## src/rtl/pooling_max_unit_if.sv

```systemverilog
// Lane bus between the systolic-array columns / pooling controller and pooling_max_unit.
// master drives strobes and data; slave (the pooling unit) returns the pooled words and strobes.
interface pooling_max_unit_if #(
    parameter int COLS   = 4,
    parameter int DATA_W = 16
);
    logic [COLS-1:0]        pooling_signal_i;
    logic [COLS-1:0]        input_flag_pl_i;
    logic [COLS*DATA_W-1:0] din;
    logic [COLS*DATA_W-1:0] dout;
    logic                   dout_valid;
    logic                   out_flag_pooling;
    logic                   period_done;

    modport master (
        output pooling_signal_i, input_flag_pl_i, din,
        input  dout, dout_valid, out_flag_pooling, period_done
    );

    modport slave (
        input  pooling_signal_i, input_flag_pl_i, din,
        output dout, dout_valid, out_flag_pooling, period_done
    );
endinterface

```

## src/rtl/pooling_max_unit.sv

```systemverilog
// Per-column KxK max pooling with window/period handshaking toward the pooling controller.
// Optional macro POOL_RELU_EN clamps negative pooled results to zero at emit time.
module pooling_max_unit #(
    parameter int COLS   = 4,
    parameter int DATA_W = 16
) (
    input  logic       clk,
    input  logic       rst_n,
    input  logic       pooling_en,
    input  logic [1:0] cnt_pl_kernel_x,
    input  logic [1:0] cnt_pl_kernel_y,
    input  logic [3:0] cnt_pl_window,
    input  logic [2:0] POOLING_KERNEL_DIM,
    input  logic [2:0] POOLING_WINDOW_PER_PERIOD,
    pooling_max_unit_if.slave pl
);

    typedef enum logic [1:0] {IDLE, ACCUM, EMIT, REQ} state_t;

    state_t state_q, state_d;

    logic [1:0] kx_q, ky_q;
    logic [3:0] win_q;
    logic       last_q, last_d;

    logic signed [DATA_W-1:0] acc_q [COLS];
    logic signed [DATA_W-1:0] acc_d [COLS];
    logic [COLS*DATA_W-1:0]   dout_q, dout_d;

    logic [COLS-1:0] hit;
    logic            first_smp;
    logic            win_end;
    logic            take;
    logic            dout_valid_s, out_flag_s, period_done_s;

    function automatic logic [DATA_W-1:0] post_pool(input logic signed [DATA_W-1:0] v);
`ifdef POOL_RELU_EN
        return v[DATA_W-1] ? '0 : v;
`else
        return v;
`endif
    endfunction

    assign hit       = pl.input_flag_pl_i & pl.pooling_signal_i;
    assign first_smp = (kx_q == 2'd0) && (ky_q == 2'd0);
    assign win_end   = hit[0]
                    && ({1'b0, kx_q} == POOLING_KERNEL_DIM - 3'd1)
                    && ({1'b0, ky_q} == POOLING_KERNEL_DIM - 3'd1);

    always_comb begin
        logic signed [DATA_W-1:0] lane;
        lane = '0;
        for (int unsigned c = 0; c < COLS; c++) begin
            acc_d[c] = acc_q[c];
            lane     = pl.din[c*DATA_W +: DATA_W];
            if (hit[c] && (first_smp || (lane > acc_q[c]))) begin
                acc_d[c] = lane;
            end
        end
    end

    always_comb begin
        state_d       = state_q;
        last_d        = last_q;
        take          = 1'b0;
        dout_valid_s  = 1'b0;
        out_flag_s    = 1'b0;
        period_done_s = 1'b0;

        case (state_q)
            IDLE: begin
                if (hit[0]) begin
                    if (win_end) take = 1'b1;
                    else         state_d = ACCUM;
                end
            end
            ACCUM: begin
                if (win_end) take = 1'b1;
            end
            EMIT: begin
                dout_valid_s  = 1'b1;
                period_done_s = last_q;
                state_d       = last_q ? IDLE : REQ;
            end
            REQ: begin
                out_flag_s = 1'b1;
                state_d    = ACCUM;
            end
            default: state_d = IDLE;
        endcase

        if (take) begin
            state_d = EMIT;
            last_d  = (win_q == {1'b0, POOLING_WINDOW_PER_PERIOD});
        end

        if (!pooling_en) begin
            state_d       = IDLE;
            take          = 1'b0;
            dout_valid_s  = 1'b0;
            out_flag_s    = 1'b0;
            period_done_s = 1'b0;
        end

        // dout is captured on the window-end edge so it is already stable in the EMIT cycle
        dout_d = dout_q;
        if (take) begin
            for (int unsigned c = 0; c < COLS; c++) begin
                dout_d[c*DATA_W +: DATA_W] = post_pool(acc_d[c]);
            end
        end
    end

    always_ff @(posedge clk) begin
        if (!rst_n) begin
            state_q <= IDLE;
            kx_q    <= '0;
            ky_q    <= '0;
            win_q   <= '0;
            last_q  <= 1'b0;
            dout_q  <= '0;
            for (int unsigned c = 0; c < COLS; c++) begin
                acc_q[c] <= '0;
            end
        end else begin
            state_q <= state_d;
            kx_q    <= cnt_pl_kernel_x;
            ky_q    <= cnt_pl_kernel_y;
            win_q   <= cnt_pl_window;
            last_q  <= last_d;
            dout_q  <= dout_d;
            for (int unsigned c = 0; c < COLS; c++) begin
                acc_q[c] <= acc_d[c];
            end
        end
    end

    assign pl.dout             = dout_q;
    assign pl.dout_valid       = dout_valid_s;
    assign pl.out_flag_pooling = out_flag_s;
    assign pl.period_done      = period_done_s;

endmodule

```

## src/flat_wrapper.sv

```systemverilog
// flat-port wrapper written by rule: the top's interface ports become plain ports
module pooling_max_unit_flat 
#(
    parameter int COLS   = 4,
    parameter int DATA_W = 16
)
  (clk, rst_n, pooling_en, cnt_pl_kernel_x, cnt_pl_kernel_y, cnt_pl_window, POOLING_KERNEL_DIM, POOLING_WINDOW_PER_PERIOD, pl_pooling_signal_i, pl_input_flag_pl_i, pl_din, pl_dout, pl_dout_valid, pl_out_flag_pooling, pl_period_done);
  pooling_max_unit_if #(.COLS(COLS), .DATA_W(DATA_W)) pl_i ();
  input  logic clk;
  input  logic rst_n;
  input  logic pooling_en;
  input  logic [1:0] cnt_pl_kernel_x;
  input  logic [1:0] cnt_pl_kernel_y;
  input  logic [3:0] cnt_pl_window;
  input  logic [2:0] POOLING_KERNEL_DIM;
  input  logic [2:0] POOLING_WINDOW_PER_PERIOD;
  input wire logic [$bits(pl_i.pooling_signal_i)-1:0] pl_pooling_signal_i;
  input wire logic [$bits(pl_i.input_flag_pl_i)-1:0] pl_input_flag_pl_i;
  input wire logic [$bits(pl_i.din)-1:0] pl_din;
  output wire logic [$bits(pl_i.dout)-1:0] pl_dout;
  output wire logic [$bits(pl_i.dout_valid)-1:0] pl_dout_valid;
  output wire logic [$bits(pl_i.out_flag_pooling)-1:0] pl_out_flag_pooling;
  output wire logic [$bits(pl_i.period_done)-1:0] pl_period_done;
  assign pl_i.pooling_signal_i = pl_pooling_signal_i;
  assign pl_i.input_flag_pl_i = pl_input_flag_pl_i;
  assign pl_i.din = pl_din;
  assign pl_dout = pl_i.dout;
  assign pl_dout_valid = pl_i.dout_valid;
  assign pl_out_flag_pooling = pl_i.out_flag_pooling;
  assign pl_period_done = pl_i.period_done;
  pooling_max_unit #(.COLS(COLS), .DATA_W(DATA_W)) u_core (.clk(clk), .rst_n(rst_n), .pooling_en(pooling_en), .cnt_pl_kernel_x(cnt_pl_kernel_x), .cnt_pl_kernel_y(cnt_pl_kernel_y), .cnt_pl_window(cnt_pl_window), .POOLING_KERNEL_DIM(POOLING_KERNEL_DIM), .POOLING_WINDOW_PER_PERIOD(POOLING_WINDOW_PER_PERIOD), .pl(pl_i));
endmodule
```

## config.mk

```make
export PLATFORM = sky130hd
export DESIGN_NAME = pooling_max_unit_flat
export DESIGN_NICKNAME = d
export VERILOG_FILES = /design/src/rtl/pooling_max_unit_if.sv /design/src/rtl/pooling_max_unit.sv /design/src/flat_wrapper.sv
export SDC_FILE = /design/constraint.sdc
export NUM_CORES = 1
export LEC_CHECK = 0
export ABC_AREA = 1
export BUFFER_PORTS_ARGS = -buffer_cell sky130_fd_sc_hd__buf_2
export CAP_MARGIN = 20
export CORE_MARGIN = 5
export CORE_UTILIZATION = 56
export CTS_CLUSTER_SIZE = 12
export DETAILED_ROUTE_END_ITERATION = 12
export PLACE_DENSITY_LB_ADDON = 0.2
export SETUP_SLACK_MARGIN = 0.02
export SLEW_MARGIN = 20
export SYNTH_ARGS = -nofsm -noshare
export SYNTH_HDL_FRONTEND = slang
export SYNTH_SLANG_ARGS = --single-unit
```

## constraint.sdc

```tcl
create_clock -name clk -period 2.5 [get_ports clk]
set_clock_uncertainty 0.1 [all_clocks]
set_input_delay 0.125 -clock clk [delete_from_list [all_inputs] [get_ports clk]]
set_output_delay 0.125 -clock clk [all_outputs]
set_load 0.005 [all_outputs]
```

==> run_results.csv, run 1 <==
group,metric,value,unit
outcome,outcome,"completed",
layout,nNetsFinal,1371,
clock_tree,clock_latency,420,ps
sta,finalSetupViolCount,0,
pwr,peakVddDrop,0.568,mV
drt,vias_per_cell,5.10,
logic_synthesis,ys_top_cells_by_area,"dfxtp_1 37%, ha_1 11%, nand2_1 8.9%",
logic_synthesis,ys_seq_area_share,36.7,%
sta,slew_headroom,44.9,%
die,floorplan.die_area,0.0160,mm²
logic_synthesis,synth_common_cells,"180 x nand2_1, 170 x inv_1, 139 x dfxtp_1, 134 x nand3_1, 84 x a21oi_1",
sta,rsz0062_at_grt,"yes",
drt,dr_total_vias,7169,
critical_path,start_kind,"input port",
logic_synthesis,avgSynthCellArea,7.59,µm²
logic_synthesis,netlist_instances,1000,
placement,port_buffers,155,
drt,drt-pass1-iter-count,5,
critical_path,cp_max_fo,17,
logic_synthesis,synth_fp_nets,1154,
pwr,combPwrFrac,14.4,%
logic_synthesis,syn_area,0.00759,mm²
die,initial_core_util,57.3,%
drt,detail_route.wl_per_cell,13.6,µm
grt,grt_pass1_vias,6932,
sta,final_hold_viol_count,0,
drt,drc,0,
critical_path,cp.arrival,2550,ps
logic_synthesis,synth.top_cell.area_share,36.7,%
grt,antenna_found_initial,1,
worst_hold_path,hold_class,"input port to flip-flop",
critical_path,crit_path_end_kind,"flip-flop",
die,pin_count,156,
logic_synthesis,synthFlopType,"dfxtp_1",
run,drv_cap,0,
grt,grt_pass1_wl,31400,µm
pwr,p_clk_share,45.9,%
die,dieHeight,126,µm
pwr,power_density,596,mW/mm²
pwr,power.internal,4.39,mW
logic_synthesis,yosys.cell_types.count,31,
placement,placed_area,0.00840,mm²
layout,syn_to_final_growth,29.6,%
placement,gp_congestion,0.819,
drt,routed_wl,19100,µm
sta,min_period,2330,ps
sta,fmax,430,MHz
layout,fillers,1027,
pwr,power.leakage,4.78,nW
grt,grt_use_total,23.8,%
pwr,pwr-share-seq,39.7,%
placement,dp_hpwl,11800,µm
clock_tree,cts_tree,"done",
logic_synthesis,synth_edf_count,0,
layout,design_area,0.00983,mm²
die,dieWidth,126,µm
die,core_area,0.0132,mm²
critical_path,cp.required,2720,ps
sta,finalSetupTns,0,ps
sta,report.final.slew_viol_count,0,
layout,layout-drive-gt1-share,20.9,%
logic_synthesis,post-synth-top-count-cell,"nand2_1",
clock_tree,clock_sinks,139,
logic_synthesis,async_flop_share,0,%
clock_tree,cts_buffers,17,
pwr,swShare,25.0,%
grt,grt_overflow,0,
logic_synthesis,yosysWarnings,0,
pwr,switchingPower,1.47,mW
logic_synthesis,synth_seq_cells,139,
logic_synthesis,yosysTopAreaCell,"dfxtp_1",
sta,tightest_slew,827,ps
drt,drt_iter0_drc,419,
sta,min_period_over_period,93.1,%
grt,grt_max_degree,75,
clock_tree,clockBufferDepth,2,
critical_path,r2r_slack,200,ps
clock_tree,clkTransAtPathRegs,60,ps
clock_tree,htreeDepth,4,
critical_path,critical_path_class,"input port to flip-flop",
drt,ant_nets,0,
die,fp-row-count,42,
clock_tree,cts_root_buffer,"clkbuf_16",
-- per-stage QoR --
stage	util, %	setup WS, ps	instances	total power [mW]	hold WS (ps)
floorplan	-	529	1000	2.89	123
global placement	63.4	298	1299	3.06	205
detailed placement	63.4	208	1299	3.08	210
CTS	73.9	118	1406	5.85	106
global route	74.2	1.20	1407	6.11	176
finish	74.2	172	1407	5.86	120
-- cell families after synthesis --
group                      share of synthesized area [%]
xor gates and xnor gates                           0.462
AOI/OAI and AO/OA                                   13.2
buffers and inverters                               12.7
DFF                                                 36.7
adders and majority gates                           10.7
and+or+nand+nor                                     26.3
-- worst max-delay path: stages --
cell and delay [ps]:
dlygate4sd3_1 550, buf_2 140, ha_1 330, nand2_1 110, nor3_2 240, nand2_1 100
nand2_1 60, nand2_1 50, nand2_1 60, nand2_2 60, nand2_4 200, nand2_8 160
nand2_1 130, nand3_1 100, nand2_1 90, inv_1 30
-- cells in the final DEF, fill, tap and decap left out, drive strengths merged --
cell type    instances
a21o                 4
a21oi               84
a311oi               1
buf                163
bufinv               4
clkbuf              22
clkinv               7
clkinvlp             2
dfxtp              139
diode                1
dlygate4sd3         75
ha                  65
inv                173
nand2              222
nand3              147
nand3b               1
nand4                7
nor2                27
nor3                 7
nor4                 1
o21a                64
o21ai                8
o21bai               3
xor2                 4
-- metal layers --
layer / track usage, % / wire length (µm) / vias to the layer above
met4: 9.46 / 418 / 0
met3: 5.63 / 1030 / 38
met5: 0 / 0 / -
met2: 43.5 / 9840 / 198
li1: - / - / 3667
met1: 26.5 / 7780 / 3266
-- registers in the layout, indices dropped and copies added (netlist names) --
register / cells
u_core.last_q: 1
u_core.ky_q: 2
u_core.state_q: 2
u_core.kx_q: 2
u_core.pl.dout: 64
u_core.acc_q: 64
u_core.win_q: 4
-- final timing paths --
| check | cells after the start | end | from |
|---|---|---|---|
| worst max register to register | 15 | u_core.pl.dout[49] | u_core.acc_q[3][15] |
| worst max-delay path | 16 | u_core.pl.dout[49] | pl_din[63] |
| worst min-delay path | 3 | u_core.acc_q[1][11] | rst_n |
| worst min register to register | 2 | u_core.acc_q[1][13] | u_core.acc_q[1][13] |
-- cell type report --
cell class / count / area [µm²] / share of cell area, %
clock inverter: 10 / 163 / 1.65
antenna: 1 / 2.50 / 0.0255
sequential: 139 / 2780 / 28.3
multi-input combinational: 645 / 3890 / 39.6
tap: 176 / 220 / 2.24
inverter: 176 / 661 / 6.72
clock buffer: 22 / 474 / 4.82
timing repair buffer: 238 / 1640 / 16.6
-- power by group through the flow --
stage                     Sequential (mW)  Combinational [mW]  Clock (mW)
after floorplan                      2.36               0.525           0
after global placement               2.37               0.697           0
after detailed placement             2.37               0.714           0
after CTS                            2.32               0.816        2.72
after global routing                 2.33               0.953        2.83
final                                2.32               0.845        2.69
-- what timing repair did --
action | CTS | global route
setup buffers | 0 | 0
setup endpoints to repair | 0 | 31
hold endpoints to repair | 115 | 0
gates resized for setup | 0 | 5
hold buffers | 75 | 0
Power figures use the tool's default switching activity.
==> inputs of run 2 (changes only) <==
CORE_UTILIZATION = 45   (was 56)
HOLD_SLACK_MARGIN = 0.1   (was not set)
==> run_results.csv, run 2 (same netlist as run 1, synthesis figures left out) <==
group,metric,value,unit
outcome,outcome,"completed",
sta,min_period_over_period,90.0,%
placement,port_buffers,155,
layout,multi_input_area,0.00388,mm²
sta,finalSetupTns,0,ps
drt,ant_nets,0,
drt,drc,0,
critical_path,r2r_slack,280,ps
critical_path,cp-endpoint,"u_core.pl.dout[42]",
clock_tree,cts_tree,"done",
layout,mostFrequentLayoutCells,"179 x nand2_1, 170 x inv_1, 155 x buf_2",
run,drv_cap,0,
clock_tree,clock_sinks,139,
grt,grt_max_degree,79,
drt,routed_wl,18500,µm
die,pin_count,156,
drt,drt-pass1-iter-count,5,
sta,tightest_slew,858,ps
die,floorplan.die_area,0.0196,mm²
layout,syn_to_final_growth,29.6,%
clock_tree,clkTransAtPathRegs,60,ps
layout,seqCellArea,0.00278,mm²
worst_hold_path,hold_class,"input port to flip-flop",
critical_path,start_kind,"input port",
layout,antennaDiodeCount,0,
drt,detail_route.wl_per_cell,12.7,µm
drt,drt_iter0_drc,248,
sta,final_hold_viol_count,0,
sta,report.final.slew_viol_count,0,
clock_tree,clockBufferDepth,2,
sta,min_period,2250,ps
critical_path,path_depth,16,
layout,fin_util,59.3,%
critical_path,cp.required,2720,ps
clock_tree,htreeDepth,4,
grt,grt_pass1_vias,6854,
critical_path,crit_path_cell_trace,"dlygate4sd3_1 > buf_2 > ha_1 > a21o_1 > nor2_1 > nand3_1 > nand2_1 > nand2_1 > nand2_1 > nand3_1 > nand2_2 > nand2_4 > nand2_1 > nand3_1 > nand2_1 > inv_1",
critical_path,cpMaxStageDelayCell,"dlygate4sd3_1",
critical_path,ff2ff_path_depth,17,
die,core_area,0.0166,mm²
die,dieWidth,140,µm
grt,grtUsageMet3,4.25,%
clock_tree,clock_latency,420,ps
die,initial_core_util,45.8,%
die,fp-row-count,47,
critical_path,startpoint,"pl_din[39]",
layout,fillers,1541,
sta,fmax,444,MHz
grt,grt_use_met1,23.3,%
critical_path,timing.rr.start,"u_core.acc_q[3][7]",
grt,busiest_layer,"met2",
worst_hold_path,hp-start,"POOLING_WINDOW_PER_PERIOD[0]",
layout,nNetsFinal,1373,
sta,slew_headroom,42.8,%
clock_tree,cts_root_buffer,"clkbuf_16",
grt,grt_pass1_wl,31600,µm
grt,antenna_found_initial,0,
critical_path,cp_max_fo,16,
layout,mostFrequentLayoutCell,"nand2_1",
placement,dp_hpwl,12200,µm
critical_path,crit_top_cell,"nand2_1",
pwr,power.leakage,4.78,nW
grt,grt_use_total,19.2,%
placement,gp_congestion,0.798,
critical_path,r2r_end,"u_core.pl.dout[61]",
clock_tree,cts_buffers,17,
sta,fin_hold_ws,120,ps
clock_tree,post_cts_buffers,0,
critical_path,crit_path_end_kind,"flip-flop",
critical_path,crit_family,"simple AND/OR/NAND/NOR gates",
critical_path,cp.buffers_inverters,3,
layout,layout-drive-gt1-share,21.1,%
pwr,power_density,580,mW/mm²
drt,dr_total_vias,6966,
critical_path,critical_path_class,"input port to flip-flop",
drt,vias_per_cell,4.80,
critical_path,critPathMaxStageDelay,540,ps
sta,rsz0062_at_grt,"no",
sta,finalSetupViolCount,0,
die,dieHeight,140,µm
critical_path,cp.arrival,2470,ps
grt,use_met2,33.2,%
grt,grt_overflow,0,
pwr,peakVddDrop,0.455,mV
## run 2: per-stage QoR
stage	setup slack, ps	total power, mW	std cells	area (µm²)
after detailed placement	192	3.10	1344	8450
after global routing	26.9	5.99	1452	9830
after CTS	174	5.75	1451	9800
after global placement	270	3.09	1344	8450
final	250	5.70	1452	9830
after floorplan	529	2.89	1000	7590
## run 2: final cells by class
class / count / share of cell area (%)
Clock buffer: 23 / 4.96
Clock inverter: 9 / 1.15
Inverter: 176 / 6.72
Multi-Input combinational cell: 646 / 39.5
Sequential cell: 139 / 28.3
Tap cell: 220 / 2.80
Timing Repair Buffer: 239 / 16.6
## run 2: how the worst min path moves through the flow
stage | endpoint | depth (start not counted) | slack, ps
floorplan | u_core.kx_q[0] | 2 | 120
CTS | u_core.last_q | 5 | 110
detailed placement | u_core.win_q[0] | 3 | 220
global route | u_core.last_q | 5 | 140
global placement | u_core.win_q[0] | 3 | 210
finish | u_core.last_q | 5 | 120
## run 2: metal layers
metal  share of wire [%]  vias to the layer above
li1                    -                     3669
met1                  45                     3133
met2                  49                      137
met3                 4.3                       27
met4                 2.3                        0
met5                   0                        -
## run 2: repair_timing
| action | in CTS | in global routing |
|---|---|---|
| endpoints found under the hold margin | 138 | 0 |
| setup endpoints to repair | 0 | 18 |
| resized for setup | 0 | 4 |
| hold buffers | 75 | 0 |
## run 2: worst reg2reg max path: stages (launching register included)
cell and delay (ps):
dfxtp_1 350, inv_1 50, ha_1 300, nand2_2 80
nor2_2 120, o21ai_0 90, nand3_1 90, nand2_1 60
nand2_1 60, nand2_1 50, nand2_1 60, nand2_2 90
nand2_8 170, nand2_4 170, nand2_2 130, nand3_2 60
nand2_1 70, inv_1 30
## run 2: power breakdown
| part | switching (mW) | internal [mW] | leakage [nW] | total, mW |
|---|---|---|---|---|
| registers | 0.0378 | 2.28 | 1.13 | 2.32 |
| logic | 0.477 | 0.360 | 3.36 | 0.837 |
| clock network | 0.965 | 1.58 | 0.293 | 2.54 |
| total | 1.48 | 4.22 | 4.78 | 5.70 |
==> inputs of run 3 (changes only) <==
PLACE_DENSITY = 0.68   (was not set)
PLACE_DENSITY_LB_ADDON = not set   (was 0.2)
==> run_results.csv, run 3 (same netlist as run 1, synthesis figures left out) <==
group,metric,value,unit
sta,finalSetupViolCount,0,
clock_tree,clockBufferDepth,2,
pwr,power_density,583,mW/mm²
grt,grt_pass1_vias,6836,
critical_path,critical_path_class,"input port to flip-flop",
die,core_area,0.0166,mm²
drt,drt-pass1-iter-count,4,
sta,finalSetupTns,0,ps
clock_tree,clock_latency,420,ps
clock_tree,cts_root_buffer,"clkbuf_16",
sta,fin_hold_ws,118,ps
clock_tree,clkTransAtPathRegs,60,ps
grt,grt_pass1_wl,31100,µm
drt,drt_iter0_drc,223,
clock_tree,htreeDepth,4,
critical_path,crit_path_end_kind,"flip-flop",
sta,slew_headroom,62.8,%
clock_tree,clock_sinks,139,
die,initial_core_util,45.8,%
critical_path,cp_max_fo,17,
critical_path,cpMaxStageDelayCell,"dlygate4sd3_1",
critical_path,cp.required,2720,ps
layout,layout-drive-gt1-share,21.3,%
die,floorplan.die_area,0.0196,mm²
placement,gp_congestion,0.784,
grt,grt_max_degree,76,
layout,antennaDiodeCount,0,
pwr,power.leakage,4.79,nW
layout,nNetsFinal,1374,
die,dieWidth,140,µm
layout,mostFrequentLayoutCells,"179 x nand2_1, 170 x inv_1, 155 x buf_2",
sta,min_period,2250,ps
grt,antenna_found_initial,0,
clock_tree,cts_tree,"done",
drt,routed_wl,18400,µm
outcome,outcome,"completed",
sta,tightest_slew,554,ps
die,dieHeight,140,µm
critical_path,crit_top_cell,"nand2_1",
sta,rsz0062_at_grt,"no",
sta,final_hold_viol_count,0,
layout,syn_to_final_growth,29.9,%
layout,mostFrequentLayoutCell,"nand2_1",
drt,detail_route.wl_per_cell,12.6,µm
run,drv_cap,0,
worst_hold_path,hold_class,"input port to flip-flop",
pwr,peakVddDrop,0.444,mV
die,fp-row-count,47,
drt,drc,0,
drt,ant_nets,0,
grt,grt_use_total,18.8,%
drt,vias_per_cell,4.79,
drt,dr_total_vias,6960,
sta,report.final.slew_viol_count,0,
sta,min_period_over_period,90.1,%
critical_path,critPathMaxStageDelay,530,ps
clock_tree,post_cts_buffers,0,
critical_path,start_kind,"input port",
critical_path,cp.arrival,2470,ps
placement,dp_hpwl,12200,µm
layout,fin_util,59.5,%
grt,grt_overflow,0,
critical_path,crit_path_cell_trace,"dlygate4sd3_1 > buf_2 > ha_1 > nand2_1 > nor3_2 > nand2_1 > nand2_1 > nand2_1 > nand2_1 > nand2_2 > nand2_4 > nand2_4 > nand2_2 > nand3_1 > nand2_1 > inv_1",
placement,port_buffers,155,
sta,fmax,444,MHz
die,pin_count,156,
clock_tree,cts_buffers,17,
==> run 3: metal layers <==
layer	global-route usage, %	wire (µm)	vias to the layer above	share of wire [%]
met5	0	0	-	0
met3	3.60	678	14	3.7
met4	5.25	190	0	1.0
met1	22.4	8280	3155	45
li1	-	-	3672	-
met2	34.3	9210	119	50
==> run 3: critical path, delay by kind of cell <==
kind,cells,cell delay (ps)
adders and majority gates,1,330
buffers and inverters,3,690
and+or+nand+nor,12,1310
==> run 3: final cells by class <==
| class | instances | area (µm²) |
|---|---|---|
| Clock inverter | 14 | 171 |
| Clock buffer | 18 | 439 |
| Multi-Input combinational cell | 645 | 3870 |
| Inverter | 176 | 661 |
| Fill cell | 1514 | 6720 |
| Sequential cell | 139 | 2780 |
| Tap cell | 220 | 275 |
| Timing Repair Buffer | 241 | 1660 |
==> run 3: final timing paths <==
check	start	end	slack [ps]	cells after the start
min	POOLING_WINDOW_PER_PERIOD[1]	u_core.last_q	120	5
max reg2reg	u_core.acc_q[1][15]	u_core.pl.dout[26]	260	15
min reg2reg	u_core.acc_q[0][7]	u_core.acc_q[0][7]	380	2
max	pl_din[31]	u_core.pl.dout[26]	250	16
==> run 3: through the flow <==
step / setup WS [ps] / power [mW] / instances / instance area, µm²
after global routing: 33.0 / 6.03 / 1453 / 9860
final: 247 / 5.75 / 1453 / 9860
after global placement: 283 / 3.09 / 1346 / 8480
after floorplan: 529 / 2.89 / 1000 / 7590
after CTS: 197 / 5.81 / 1453 / 9840
after detailed placement: 246 / 3.10 / 1346 / 8480
==> run 3: report_power, final <==
part           leakage (nW)  internal, mW  switching (mW)  total [mW]
logic                  3.38         0.360           0.469       0.829
clock network         0.281          1.60            1.01        2.60
registers              1.13          2.28          0.0373        2.32
total                  4.79          4.24            1.51        5.75
==> run 3: what timing repair did <==
action | 4_1_cts | 5_1_grt
gates resized for setup | 0 | 4
hold buffers | 75 | 0
endpoints found under the hold margin | 138 | 0
endpoints found under the setup margin | 0 | 7
